[config.mk]
export PLATFORM = sky130hd
export DESIGN_NAME = altera_up_ps2_rx_fifo
export DESIGN_NICKNAME = d
export VERILOG_FILES = /design/src/rtl/altera_up_ps2_rx_fifo_pkg.sv /design/src/rtl/altera_up_ps2_rx_buffer.sv /design/src/rtl/altera_up_ps2_rx_fifo.sv
export SDC_FILE = /design/constraint.sdc
export NUM_CORES = 1
export LEC_CHECK = 0
export ABC_CLOCK_PERIOD_IN_PS = 4100
export BUFFER_PORTS_ARGS = -buffer_cell sky130_fd_sc_hd__buf_2
export CAP_MARGIN = 20
export CORE_MARGIN = 3
export CORE_UTILIZATION = 42
export CTS_BUF_LIST = sky130_fd_sc_hd__clkbuf_8 sky130_fd_sc_hd__clkbuf_16
export DETAILED_ROUTE_END_ITERATION = 8
export PLACE_DENSITY = 0.65
export SYNTH_ARGS = -nofsm -noshare
export SYNTH_HDL_FRONTEND = slang
export SYNTH_SLANG_ARGS = --single-unit
[constraint.sdc]
create_clock -name clk -period 4.1 [get_ports clk]
set_input_delay 0.615 -clock clk [delete_from_list [all_inputs] [get_ports clk]]
set_output_delay 0.615 -clock clk [all_outputs]
set_load 0.05 [all_outputs]
[src/rtl/altera_up_ps2_rx_fifo_pkg.sv]
// Shared constants for the PS/2 receive path: FSM state encoding and frame geometry.
package altera_up_ps2_rx_fifo_pkg;

  localparam logic [1:0] STATE_IDLE   = 2'd0;
  localparam logic [1:0] STATE_DATA   = 2'd1;
  localparam logic [1:0] STATE_PARITY = 2'd2;
  localparam logic [1:0] STATE_STOP   = 2'd3;

  localparam int PS2_DATA_BITS  = 8;
  localparam int PS2_FRAME_BITS = 11;

endpackage

[src/rtl/altera_up_ps2_rx_buffer.sv]
// Show-ahead synchronous FIFO holding received PS/2 bytes; a simultaneous push and
// pop always both succeed, even when the FIFO is full.
module altera_up_ps2_rx_buffer #(
  parameter int FIFO_DEPTH      = 16,
  parameter int FIFO_ADDR_WIDTH = 4
) (
  input  logic                     clk,
  input  logic                     reset,
  input  logic                     write_en,
  input  logic [7:0]               write_data,
  input  logic                     read_en,
  output logic [7:0]               read_data,
  output logic                     empty,
  output logic [FIFO_ADDR_WIDTH:0] count,
  output logic                     overflow_event
);

  localparam logic [FIFO_ADDR_WIDTH:0] FULL_COUNT = FIFO_DEPTH[FIFO_ADDR_WIDTH:0];

  logic [7:0]                 mem [FIFO_DEPTH];
  logic [FIFO_ADDR_WIDTH-1:0] rd_ptr;
  logic [FIFO_ADDR_WIDTH-1:0] wr_ptr;
  logic                       full;
  logic                       do_read;
  logic                       do_write;

  assign empty          = (count == '0);
  assign full           = (count == FULL_COUNT);
  assign do_read        = read_en & ~empty;
  assign do_write       = write_en & (~full | do_read);
  assign overflow_event = write_en & full & ~do_read;
  assign read_data      = empty ? 8'h00 : mem[rd_ptr];

  always_ff @(posedge clk) begin
    if (do_write) mem[wr_ptr] <= write_data;
  end

  // Pointers are exactly FIFO_ADDR_WIDTH bits wide, so they wrap at FIFO_DEPTH on their own.
  always_ff @(posedge clk) begin
    if (reset) begin
      rd_ptr <= '0;
      wr_ptr <= '0;
      count  <= '0;
    end else begin
      if (do_write) wr_ptr <= wr_ptr + 1'b1;
      if (do_read)  rd_ptr <= rd_ptr + 1'b1;
      if (do_write && !do_read)      count <= count + 1'b1;
      else if (!do_write && do_read) count <= count - 1'b1;
    end
  end

endmodule

[src/rtl/altera_up_ps2_rx_fifo.sv]
// PS/2 receiver: synchronises the raw lines, deframes bytes and queues them in a FIFO.
// Define ALTERA_UP_PS2_PARITY_CHECK_EN to reject frames that fail the odd-parity check.
module altera_up_ps2_rx_fifo
  import altera_up_ps2_rx_fifo_pkg::*;
#(
  parameter int CLOCK_CYCLES_FOR_TIMEOUT = 100000,
  parameter int DATA_WIDTH_FOR_TIMEOUT   = 17,
  parameter int FIFO_DEPTH               = 16,
  parameter int FIFO_ADDR_WIDTH          = 4
) (
  input  logic                     clk,
  input  logic                     reset,
  input  logic                     PS2_CLK,
  input  logic                     PS2_DAT,
  input  logic                     read_en,
  input  logic                     clear_errors,
  output logic [7:0]               received_data,
  output logic                     data_available,
  output logic [FIFO_ADDR_WIDTH:0] fifo_count,
  output logic                     overflow,
  output logic                     frame_error
);

  localparam logic [DATA_WIDTH_FOR_TIMEOUT-1:0] TIMEOUT_LAST =
    DATA_WIDTH_FOR_TIMEOUT'(CLOCK_CYCLES_FOR_TIMEOUT - 1);
  localparam logic [2:0] LAST_DATA_BIT = 3'(PS2_DATA_BITS - 1);

  logic                              ps2_clk_meta, ps2_clk_sync, ps2_clk_last;
  logic                              ps2_dat_meta, ps2_dat_sync;
  logic                              falling_edge;
  logic [1:0]                        state;
  logic [2:0]                        bit_count;
  logic [7:0]                        shift_reg;
  logic [DATA_WIDTH_FOR_TIMEOUT-1:0] timeout_count;
  logic                              push;
  logic                              parity_ok;
  logic                              fifo_empty;
  logic                              overflow_event;

`ifdef ALTERA_UP_PS2_PARITY_CHECK_EN
  logic parity_bit;
  assign parity_ok = ^{shift_reg, parity_bit};
`else
  assign parity_ok = 1'b1;
`endif

  // Lines idle high, so the synchronisers load 1 to avoid a false edge after reset.
  always_ff @(posedge clk) begin
    if (reset) begin
      ps2_clk_meta <= 1'b1;
      ps2_clk_sync <= 1'b1;
      ps2_clk_last <= 1'b1;
      ps2_dat_meta <= 1'b1;
      ps2_dat_sync <= 1'b1;
    end else begin
      ps2_clk_meta <= PS2_CLK;
      ps2_clk_sync <= ps2_clk_meta;
      ps2_clk_last <= ps2_clk_sync;
      ps2_dat_meta <= PS2_DAT;
      ps2_dat_sync <= ps2_dat_meta;
    end
  end

  assign falling_edge = ps2_clk_last & ~ps2_clk_sync;

  always_ff @(posedge clk) begin
    if (reset) begin
      state         <= STATE_IDLE;
      bit_count     <= '0;
      shift_reg     <= '0;
      timeout_count <= '0;
      push          <= 1'b0;
      frame_error   <= 1'b0;
`ifdef ALTERA_UP_PS2_PARITY_CHECK_EN
      parity_bit    <= 1'b0;
`endif
    end else begin
      push        <= 1'b0;
      frame_error <= 1'b0;
      if (state != STATE_IDLE && !falling_edge && timeout_count == TIMEOUT_LAST) begin
        state         <= STATE_IDLE;
        timeout_count <= '0;
        frame_error   <= 1'b1;
      end else begin
        if (state == STATE_IDLE || falling_edge) timeout_count <= '0;
        else                                      timeout_count <= timeout_count + 1'b1;
        if (falling_edge) begin
          case (state)
            STATE_IDLE: begin
              if (!ps2_dat_sync) begin
                state     <= STATE_DATA;
                bit_count <= '0;
              end
            end
            STATE_DATA: begin
              shift_reg <= {ps2_dat_sync, shift_reg[7:1]};
              if (bit_count == LAST_DATA_BIT) state <= STATE_PARITY;
              else                            bit_count <= bit_count + 1'b1;
            end
            STATE_PARITY: begin
`ifdef ALTERA_UP_PS2_PARITY_CHECK_EN
              parity_bit <= ps2_dat_sync;
`endif
              state <= STATE_STOP;
            end
            default: begin
              state <= STATE_IDLE;
              if (ps2_dat_sync && parity_ok) push        <= 1'b1;
              else                           frame_error <= 1'b1;
            end
          endcase
        end
      end
    end
  end

  // A fresh overflow in the same cycle as clear_errors keeps the flag set.
  always_ff @(posedge clk) begin
    if (reset) overflow <= 1'b0;
    else       overflow <= overflow_event | (overflow & ~clear_errors);
  end

  altera_up_ps2_rx_buffer #(
    .FIFO_DEPTH      (FIFO_DEPTH),
    .FIFO_ADDR_WIDTH (FIFO_ADDR_WIDTH)
  ) u_buffer (
    .clk            (clk),
    .reset          (reset),
    .write_en       (push),
    .write_data     (shift_reg),
    .read_en        (read_en),
    .read_data      (received_data),
    .empty          (fifo_empty),
    .count          (fifo_count),
    .overflow_event (overflow_event)
  );

  assign data_available = ~fifo_empty;

endmodule

==> impl_metrics.py, run 1 <==
metrics = {
    "power_and_ir_drop": {
        "max-vdd-ir-drop_uv": 468,
        "p_per_area_nw_per_um2": 531,
        "power.leakage_nw": 2.79,
    },
    "global_route": {
        "grt_max_degree": 39,
        "track_usage_pct": 14.7,
        "grt_use_met1_pct": 19.3,
        "use_met3_pct": 3.95,
        "gr-max-usage-layer": "met2",
        "grt_use_met2_pct": 23.6,
        "antenna_found_initial": 0,
        "grt-ovfl-total": 0,
        "grt_first_pass_wirelength_mm": 22.1,
        "grt_pass1_vias": 4145,
    },
    "clock_tree": {
        "ctsHoldBuffers": 0,
        "htree_levels": 4,
        "post_cts_buffers": 0,
        "cts_sinks": 183,
        "clk_path_buf_depth": 2,
        "clkTransAtPathRegs_ns": 0.07,
        "worstSkewPairLatency_ns": 0.43,
        "cts_tree": "yes",
        "root_buffer": "clkbuf_16",
        "cts_buffers": 17,
        "cts_resized": 0,
    },
    "timing": {
        "maxSlewViolCount": 0,
        "setup_violations": 0,
        "max_slew_margin_pct": 45.5,
        "skew_ns": 0.00789,
        "worst_pin_slew_ns": 0.816,
        "timing.setup.tns_ns": 0,
        "rsz0062_at_grt": "false",
        "fin_hold_ws_ns": 0.366,
        "layout_min_cycle_time_ns": 3.24,
        "hold_viol": 0,
        "fin_crit_sh_pct": 78.9,
        "maxClockFrequency_ghz": 0.309,
    },
    "die": {
        "initial_core_util_pct": 43.1,
        "fp.dieW_um": 140,
        "core-area_sq_um": 17400,
        "die_height_um": 140,
        "ioPinCount": 22,
        "row_count": 48,
        "dieArea_sq_um": 19500,
    },
    "finish": {
        "finalInstanceArea_sq_um": 8380,
        "fill_cells": 1492,
        "diodes": 0,
        "final_nets": 541,
        "layout-drive-gt1-share_pct": 19.5,
        "seq_area_sq_um": 4950,
        "area_growth_syn_to_layout_pct": 11.7,
        "multi_input_area_sq_um": 2390,
        "largest_reg_flops": 128,
    },
    "detailed_routing": {
        "dr_total_vias": 4059,
        "ant_nets": 0,
        "first_pass_iters": 4,
        "wire_per_inst_um": 17.8,
        "drt_iter0_drc": 267,
        "drc_errors": 0,
        "viasPerCell": 5.38,
        "routed_wl_mm": 13.4,
    },
    "yosys": {
        "synth.distinct_cells": 42,
        "synthesis.area_sq_um": 7500,
        "synth.area.top_cells": "edfxtp_1 (51%), dfxtp_1 (15%), mux4_2 (9.6%)",
        "synth_edf_count": 128,
        "yosys.area.top_type": "edfxtp_1",
        "synth_top_area_share_pct": 51.2,
        "syn_avg_cell_area_sq_um": 15.1,
        "synth_seq_cells": 183,
        "synthCells": 498,
        "synthArstFlopShare_pct": 0,
        "synthFlopType": "edfxtp_1",
        "synth_nets": 522,
        "ys_warn_count": 0,
        "ys_seq_area_share_pct": 65.9,
    },
    "place": {
        "place.port_buffers": 21,
        "post-dp-hpwl_mm": 8.99,
        "placed_area_sq_um": 7810,
        "gp_congestion": 0.825,
    },
    "job": {
        "cap_violations": 0,
    },
    "run_status": {
        "status": "completed",
    },
    "critical_path": {
        "path_class": "reg2out",
        "cp-start-kind": "flip-flop",
        "cp_data_arrival_time_ns": 2.62,
        "crit_fanout": 13,
        "endpoint_kind": "primary output",
        "crit_required_ns": 3.48,
    },
    "min_path": {
        "hold_class": "in2reg",
    },
}
## placed cells by master (no fill, tap or decap), types with 4 or more instances in the layout
master      synthesis  layout
nand4_1             8       8
mux2i_1            14      14
clkinvlp_4          0       4
nor3_1              6       6
and3_1             13      13
nand3_1            14      14
a21oi_1            13      13
xnor2_1            11      11
dfxtp_1            55      54
nor2b_1            12      12
a211oi_1           17      17
and2_1              7       7
clkbuf_16           0      17
buf_2               7      21
nand2_1            12      12
edfxtp_1          128     128
nor4_1              5       5
xor2_1             13      13
inv_6               0       7
o211ai_1            4       4
ha_1               17      17
mux4_2             32      32
inv_1              12      12
or2_2               6       6
nor2_1             43      43
and4_1              5       5
## synthesized netlist by cell type, types with 8 or more instances
master / count
xor2_1: 13
nand4_1: 8
mux4_2: 32
xnor2_1: 11
nor2b_1: 12
a211oi_1: 17
inv_1: 12
a21oi_1: 13
mux2i_1: 14
ha_1: 17
and3_1: 13
edfxtp_1: 128
nand2_1: 12
dfxtp_1: 55
nand3_1: 14
nor2_1: 43
clkbuf_1: 14
## where the power goes
group / switching, mW / internal [mW] / total [mW]
logic: 0.549 / 0.300 / 0.849
registers: 0.0693 / 1.98 / 2.05
clock network: 0.700 / 0.850 / 1.55
total: 1.32 / 3.13 / 4.45
## kinds of logic (layout without fill, tap and decap cells)
group,after synthesis,after routing,synth area share [%]
compound gates,44,44,4.05
xor+xnor,24,24,2.80
fa+ha+maj,18,18,3.10
buf+inv,38,69,2.27
flops,183,183,65.9
mux,48,48,11.8
simple gates,143,143,10.1
## final cells by class
class / instances / area share, %
clock buffers: 17 / 5.08
clock inverters: 14 / 1.69
inverters: 13 / 0.582
multi-input cells: 277 / 28.5
flip-flops and latches: 183 / 59.0
well taps: 225 / 3.36
repair buffers: 25 / 1.76
## final timing paths
check | start | depth (start not counted) | end | slack (ns)
worst max-delay path | flip-flop | 5 | received_data[4] | 0.86
worst min-delay path | PS2_DAT | 2 | ps2_dat_meta$_SDFF_PP1_ | 0.37
worst max register to register | u_buffer.count[0]$_SDFFE_PP0P_ | 10 | u_buffer.count[4]$_SDFFE_PP0P_ | 1.05
worst min register to register | ps2_clk_meta$_SDFF_PP1_ | 1 | ps2_clk_sync$_SDFF_PP1_ | 0.41
## worst max-delay path, cell delays in order, from the launching register on
cell and delay, ns:
dfxtp_1 0.75, buf_4 0.38, mux4_2 0.22, a211oi_1 0.07, a211oi_1 0.42, buf_2 0.35
## metrics by stage
step	util [%]	power (mW)	cells	setup slack (ns)
global route	48.1	4.64	754	0.676
detailed placement	44.9	2.95	723	1.08
finish	48.1	4.45	754	0.863
global placement	44.9	2.93	723	1.12
CTS	48.1	4.50	754	0.805
floorplan	-	2.76	498	1.11
## routing by layer
| layer | share of wire, % | vias to the layer above |
|---|---|---|
| li1 | - | 1943 |
| met1 | 44 | 2007 |
| met2 | 49 | 96 |
| met3 | 5.7 | 13 |
| met4 | 1.2 | 0 |
| met5 | 0 | - |
Power figures use the tool's default switching activity.
==> run 2: changes to the inputs <==
Settings changed: ABC_CLOCK_PERIOD_IN_PS 4100 to 2800, PLACE_DENSITY 0.65 to 0.68.
Clock period 4.1 ns to 2.8 ns, I/O delays scaled along.
==> run 2 against run 1 <==
Setup slack worse by 0.73 ns. Critical path type unchanged. Via count is 0.12% lower. Non-clock buffer count is 13 higher. Register-to-register slack worse by 0.90 ns. Worst hold slack worse by 0.19 ns.
==> impl_metrics.py, run 2 (same netlist as run 1, synthesis figures left out) <==
metrics = {
    "die": {
        "ioPinCount": 22,
        "dieArea_sq_um": 19500,
        "die_height_um": 140,
        "fp.dieW_um": 140,
        "core-area_sq_um": 17400,
        "row_count": 48,
        "initial_core_util_pct": 43.1,
    },
    "power_and_ir_drop": {
        "max-vdd-ir-drop_uv": 667,
        "p_per_area_nw_per_um2": 795,
        "power.leakage_nw": 2.89,
        "fin_total_pwr_mw": 6.81,
    },
    "detailed_routing": {
        "drt_iter0_drc": 353,
        "first_pass_iters": 4,
        "routed_wl_mm": 14.0,
        "drc_errors": 0,
        "viasPerCell": 5.29,
        "ant_nets": 0,
        "dr_total_vias": 4054,
        "wire_per_inst_um": 18.3,
    },
    "finish": {
        "seq_area_sq_um": 4960,
        "layout-drive-gt1-share_pct": 23.1,
        "diodes": 0,
        "layout_commonest_cell": "edfxtp_1",
        "largest_reg_flops": 128,
        "fill_cells": 1456,
        "final_nets": 554,
        "multi_input_area_sq_um": 2420,
        "stdcell_count": 767,
        "most-common-layout-cells": "edfxtp_1 (128), dfxtp_1 (49), nor2_1 (43), mux4_2 (32), buf_2 (21)",
        "area_growth_syn_to_layout_pct": 14.3,
    },
    "critical_path": {
        "reg2reg_from": "u_buffer.count[3]$_SDFFE_PP0P_",
        "crit_required_ns": 2.38,
        "cp_data_arrival_time_ns": 2.25,
        "path_class": "reg2out",
        "crit_fanout": 8,
        "cp-start-kind": "flip-flop",
        "endpoint_kind": "primary output",
    },
    "timing": {
        "fin_crit_sh_pct": 95.4,
        "layout_min_cycle_time_ns": 2.67,
        "hold_viol": 0,
        "max_slew_margin_pct": 53.0,
        "rsz0062_at_grt": "false",
        "maxClockFrequency_ghz": 0.375,
        "skew_ns": 0.00852,
        "worst_pin_slew_ns": 0.704,
        "setup_violations": 0,
        "maxSlewViolCount": 0,
    },
    "run_status": {
        "status": "completed",
    },
    "place": {
        "place.port_buffers": 21,
        "gp_congestion": 0.823,
        "post-dp-hpwl_mm": 9.15,
        "place_inst": 730,
    },
    "clock_tree": {
        "clkTransAtPathRegs_ns": 0.06,
        "htree_levels": 4,
        "clk_path_buf_depth": 2,
        "worstSkewPairLatency_ns": 0.42,
        "cts_buffers": 17,
        "ctsHoldBuffers": 0,
        "root_buffer": "clkbuf_16",
        "cts_sinks": 183,
        "cts_tree": "yes",
    },
    "global_route": {
        "track_usage_pct": 15.1,
        "antenna_found_initial": 0,
        "grt_max_degree": 39,
        "grt_pass1_vias": 4166,
        "grt-ovfl-total": 0,
        "grt_first_pass_wirelength_mm": 22.5,
    },
    "min_path": {
        "hold_class": "in2reg",
        "hp-start": "PS2_DAT",
    },
    "job": {
        "cap_violations": 0,
    },
}
==> run 2: cell types whose count changed in the layout (fill, tap and decap cells not counted), moves of 2 or more <==
cell	previous run	this run
buf_4	3	15
inv_6	7	0
dfxtp_1	54	49
bufinv_16	1	4
dfxtp_4	0	3
clkinv_1	0	2
clkinv_4	1	3
dfxtp_2	1	3
ha_1	17	15
==> run 2: metal layers <==
layer  vias to the layer above  share of wire (%)  global-route usage (%)
met5                         -                  0                       0
met4                         0                1.6                    5.10
met3                        11                4.7                    3.71
met2                        81                 48                    23.6
met1                      2006                 46                    20.8
li1                       1956                  -                       -
==> run 2: worst paths after layout <==
check | to | slack (ns) | cells after the start
worst max-delay path | received_data[4] | 0.13 | 6
worst min-delay path | ps2_dat_meta$_SDFF_PP1_ | 0.18 | 2
worst max register to register | u_buffer.count[4]$_SDFFE_PP0P_ | 0.15 | 9
worst min register to register | ps2_dat_sync$_SDFF_PP1_ | 0.41 | 1
==> run 2: stage by stage <==
| step | TNS, ns | utilization, % | hold WS, ns | worst slack [ns] | area [sq um] |
|---|---|---|---|---|---|
| floorplan | 0 | - | 0.389 | 0.00890 | 7510 |
| global placement | 0 | 45.2 | 0.393 | 0.0826 | 7880 |
| detailed placement | -0.0264 | 45.2 | 0.394 | -0.0264 | 7880 |
| CTS | 0 | 48.8 | 0.165 | 0.00760 | 8490 |
| global route | 0 | 49.2 | 0.177 | 0.0146 | 8570 |
| finish | 0 | 49.2 | 0.179 | 0.130 | 8570 |
==> run 2: report_power, final <==
part | internal, mW | switching (mW)
logic | 0.524 | 0.878
clock network | 1.48 | 0.955
registers | 2.91 | 0.0630
==> run 2: final cells by class <==
class / instances / share of cell area [%]
clock inverters: 14 / 2.16
multi-input cells: 277 / 28.3
flip-flops and latches: 183 / 57.9
repair buffers: 38 / 2.90
clock buffers: 17 / 4.96
well taps: 225 / 3.28
inverters: 13 / 0.569
==> run 2: timing repair <==
item	CTS	global route
setup buffers	0	6
pin swaps	0	3
gates resized for setup	2	8
setup endpoints to repair	6	9
==> run 2: critical path: stages, from the launching register on <==
cell and delay, ns:
dfxtp_4 0.41, buf_4 0.13, mux4_2 0.47, nor2b_1 0.15, a211oi_1 0.29, a211oi_1 0.11
buf_2 0.26
==> run 3: changes to the inputs <==
Settings changed: ABC_AREA from default to 1.
==> run 3 against run 2 <==
Routed wire length rose by 13%. Fmax rose by 3.3%. Sequential power rose by 2%. Clock power fell by 8.2%. Worst hold slack got worse by 0.010 ns.
==> impl_metrics.py, run 3 <==
metrics = {
    "run_status": {
        "status": "completed",
    },
    "detailed_routing": {
        "routed_wl_mm": 15.9,
        "viasPerCell": 5.06,
        "ant_nets": 0,
        "drc_errors": 0,
        "dr_total_vias": 5275,
        "drt_iter0_drc": 513,
        "first_pass_iters": 6,
        "wire_per_inst_um": 15.3,
    },
    "yosys": {
        "synth_nets": 794,
        "syn_avg_cell_area_sq_um": 10.2,
        "synthArstFlopShare_pct": 0,
        "ys_seq_area_share_pct": 63.2,
        "synth_seq_cells": 183,
        "synth.area.top_cells": "edfxtp_1 (49%), dfxtp_1 (14%), nand2_1 (11%)",
        "synth.distinct_cells": 30,
        "synthCells": 770,
        "yosys.area.top_type": "edfxtp_1",
        "synth_edf_count": 128,
        "yosysMostFrequentCell": "nand2_1",
        "synth_top_area_share_pct": 49.1,
        "ys_warn_count": 0,
        "synthFlopType": "edfxtp_1",
        "synthesis.area_sq_um": 7820,
        "synthTopCellsByCount": "nand2_1 (227), edfxtp_1 (128), nand3_1 (120)",
    },
    "critical_path": {
        "crit_fanout": 32,
        "path_class": "reg2out",
        "crit_required_ns": 2.38,
        "endpoint_kind": "primary output",
        "cp_cell_sequence": "inv_1 > buf_4 > nand3_1 > nand3_1 > nand2_1 > nand2_1 > a21oi_1 > buf_2",
        "cp-start-kind": "flip-flop",
        "cp_data_arrival_time_ns": 2.17,
        "slowest_stage": "dfxtp_2",
        "slowest_delay_ns": 0.44,
    },
    "die": {
        "dieArea_sq_um": 20300,
        "row_count": 49,
        "initial_core_util_pct": 43.1,
        "core-area_sq_um": 18100,
        "die_height_um": 142,
        "fp.dieW_um": 142,
        "ioPinCount": 22,
    },
    "job": {
        "cap_violations": 0,
    },
    "clock_tree": {
        "cts_tree": "yes",
        "worstSkewPairLatency_ns": 0.43,
        "cts_buffers": 17,
        "clkTransAtPathRegs_ns": 0.07,
        "cts_sinks": 183,
        "htree_levels": 4,
        "ctsHoldBuffers": 0,
        "clk_path_buf_depth": 2,
        "cts_resized": 0,
        "root_buffer": "clkbuf_16",
        "post_cts_buffers": 0,
    },
    "timing": {
        "fin_crit_sh_pct": 92.3,
        "max_slew_margin_pct": 46.0,
        "worst_pin_slew_ns": 0.809,
        "rsz0062_at_grt": "false",
        "maxSlewViolCount": 0,
        "layout_min_cycle_time_ns": 2.59,
        "skew_ns": 0.0101,
        "hold_viol": 0,
        "setup_violations": 0,
        "maxClockFrequency_ghz": 0.387,
    },
    "global_route": {
        "antenna_found_initial": 0,
        "grt_max_degree": 65,
        "grt_first_pass_wirelength_mm": 25.6,
        "track_usage_pct": 16.4,
        "grt_pass1_vias": 4860,
        "grt-ovfl-total": 0,
    },
    "finish": {
        "largest_reg_flops": 128,
        "layout-drive-gt1-share_pct": 12.4,
        "most-common-layout-cells": "nand2_1 (227), edfxtp_1 (128), nand3_1 (120), dfxtp_1 (53), inv_1 (47)",
        "finalInstanceArea_sq_um": 8760,
        "diodes": 0,
        "final_nets": 825,
        "area_growth_syn_to_layout_pct": 12.0,
        "layout_commonest_cell": "nand2_1",
    },
    "place": {
        "post-dp-hpwl_mm": 9.81,
        "gp_congestion": 0.843,
        "place.port_buffers": 21,
        "placed_area_sq_um": 8200,
    },
    "power_and_ir_drop": {
        "max-vdd-ir-drop_uv": 686,
        "p_per_area_nw_per_um2": 863,
        "fin_total_pwr_mw": 7.56,
        "power.leakage_nw": 3.31,
    },
    "min_path": {
        "hold_class": "in2reg",
    },
}
-- run 3: cell types whose count changed in the layout (fill, tap and decap cells not counted), sizes merged, moves of 16 or more --
cell,previous run,this run
inv,14,55
a211oi,17,1
mux4,32,0
nand3,14,123
a21oi,13,37
nand2,12,230
-- run 3: cell type report --
type / count / area [sq um]
inverter: 48 / 180
clock inverter: 15 / 136
tap: 229 / 287
sequential: 183 / 4950
multi-input combinational: 509 / 2500
fill: 1660 / 9390
clock buffer: 17 / 425
timing repair buffer: 42 / 288
-- run 3: worst paths after layout --
path	slack, ns	to	from	cells past startpoint
hold reg to reg	0.41	ps2_dat_sync$_SDFF_PP1_	ps2_dat_meta$_SDFF_PP1_	1
setup / recovery	0.21	received_data[3]	flip-flop	8
hold / removal	0.17	ps2_dat_meta$_SDFF_PP1_	PS2_DAT	2
setup reg to reg	0.49	u_buffer.count[3]$_SDFFE_PP0P_	u_buffer.count[4]$_SDFFE_PP0P_	14
-- run 3: power breakdown --
group | switching, mW | internal, mW | total (mW)
sequential | 0.0883 | 2.93 | 3.02
clock | 1.07 | 1.17 | 2.24
combinational | 1.68 | 0.622 | 2.30
-- run 3: cells by family (layout without fill, tap and decap cells) --
group | Yosys count | in the layout | share of synthesized area [%]
and+or+nand+nor | 422 | 422 | 23.6
DFF | 183 | 183 | 63.2
adders and majority gates | 18 | 18 | 2.98
xor gates and xnor gates | 18 | 18 | 2.02
AOI/OAI and AO/OA | 51 | 51 | 3.36
buffers and inverters | 78 | 122 | 4.85
-- run 3: critical path, delay by kind of cell, from the launching register on --
kind                   cells  cell delay [ns]
DFF                        1             0.44
buffers and inverters      3             0.64
AOI/OAI and AO/OA          1             0.25
and+or+nand+nor            4             0.39
-- run 3: per-stage QoR --
step	hold WS, ns	setup TNS, ns	util, %	worst slack (ns)	instances
finish	0.169	0	48.3	0.215	1043
global route	0.154	0	48.3	0.123	1043
CTS	0.147	0	48.3	0.0952	1043
detailed placement	0.397	0	45.2	0.428	1011
global placement	0.393	0	45.2	0.498	1011
floorplan	0.389	-0.0666	-	-0.00833	770
-- run 3: routing by layer --
layer  share of wire, %  global-route usage [%]
met1                 47                    22.7
met2                 46                    25.6
met3                5.6                    3.43
met4                1.7                    6.00
met5                  0                       0
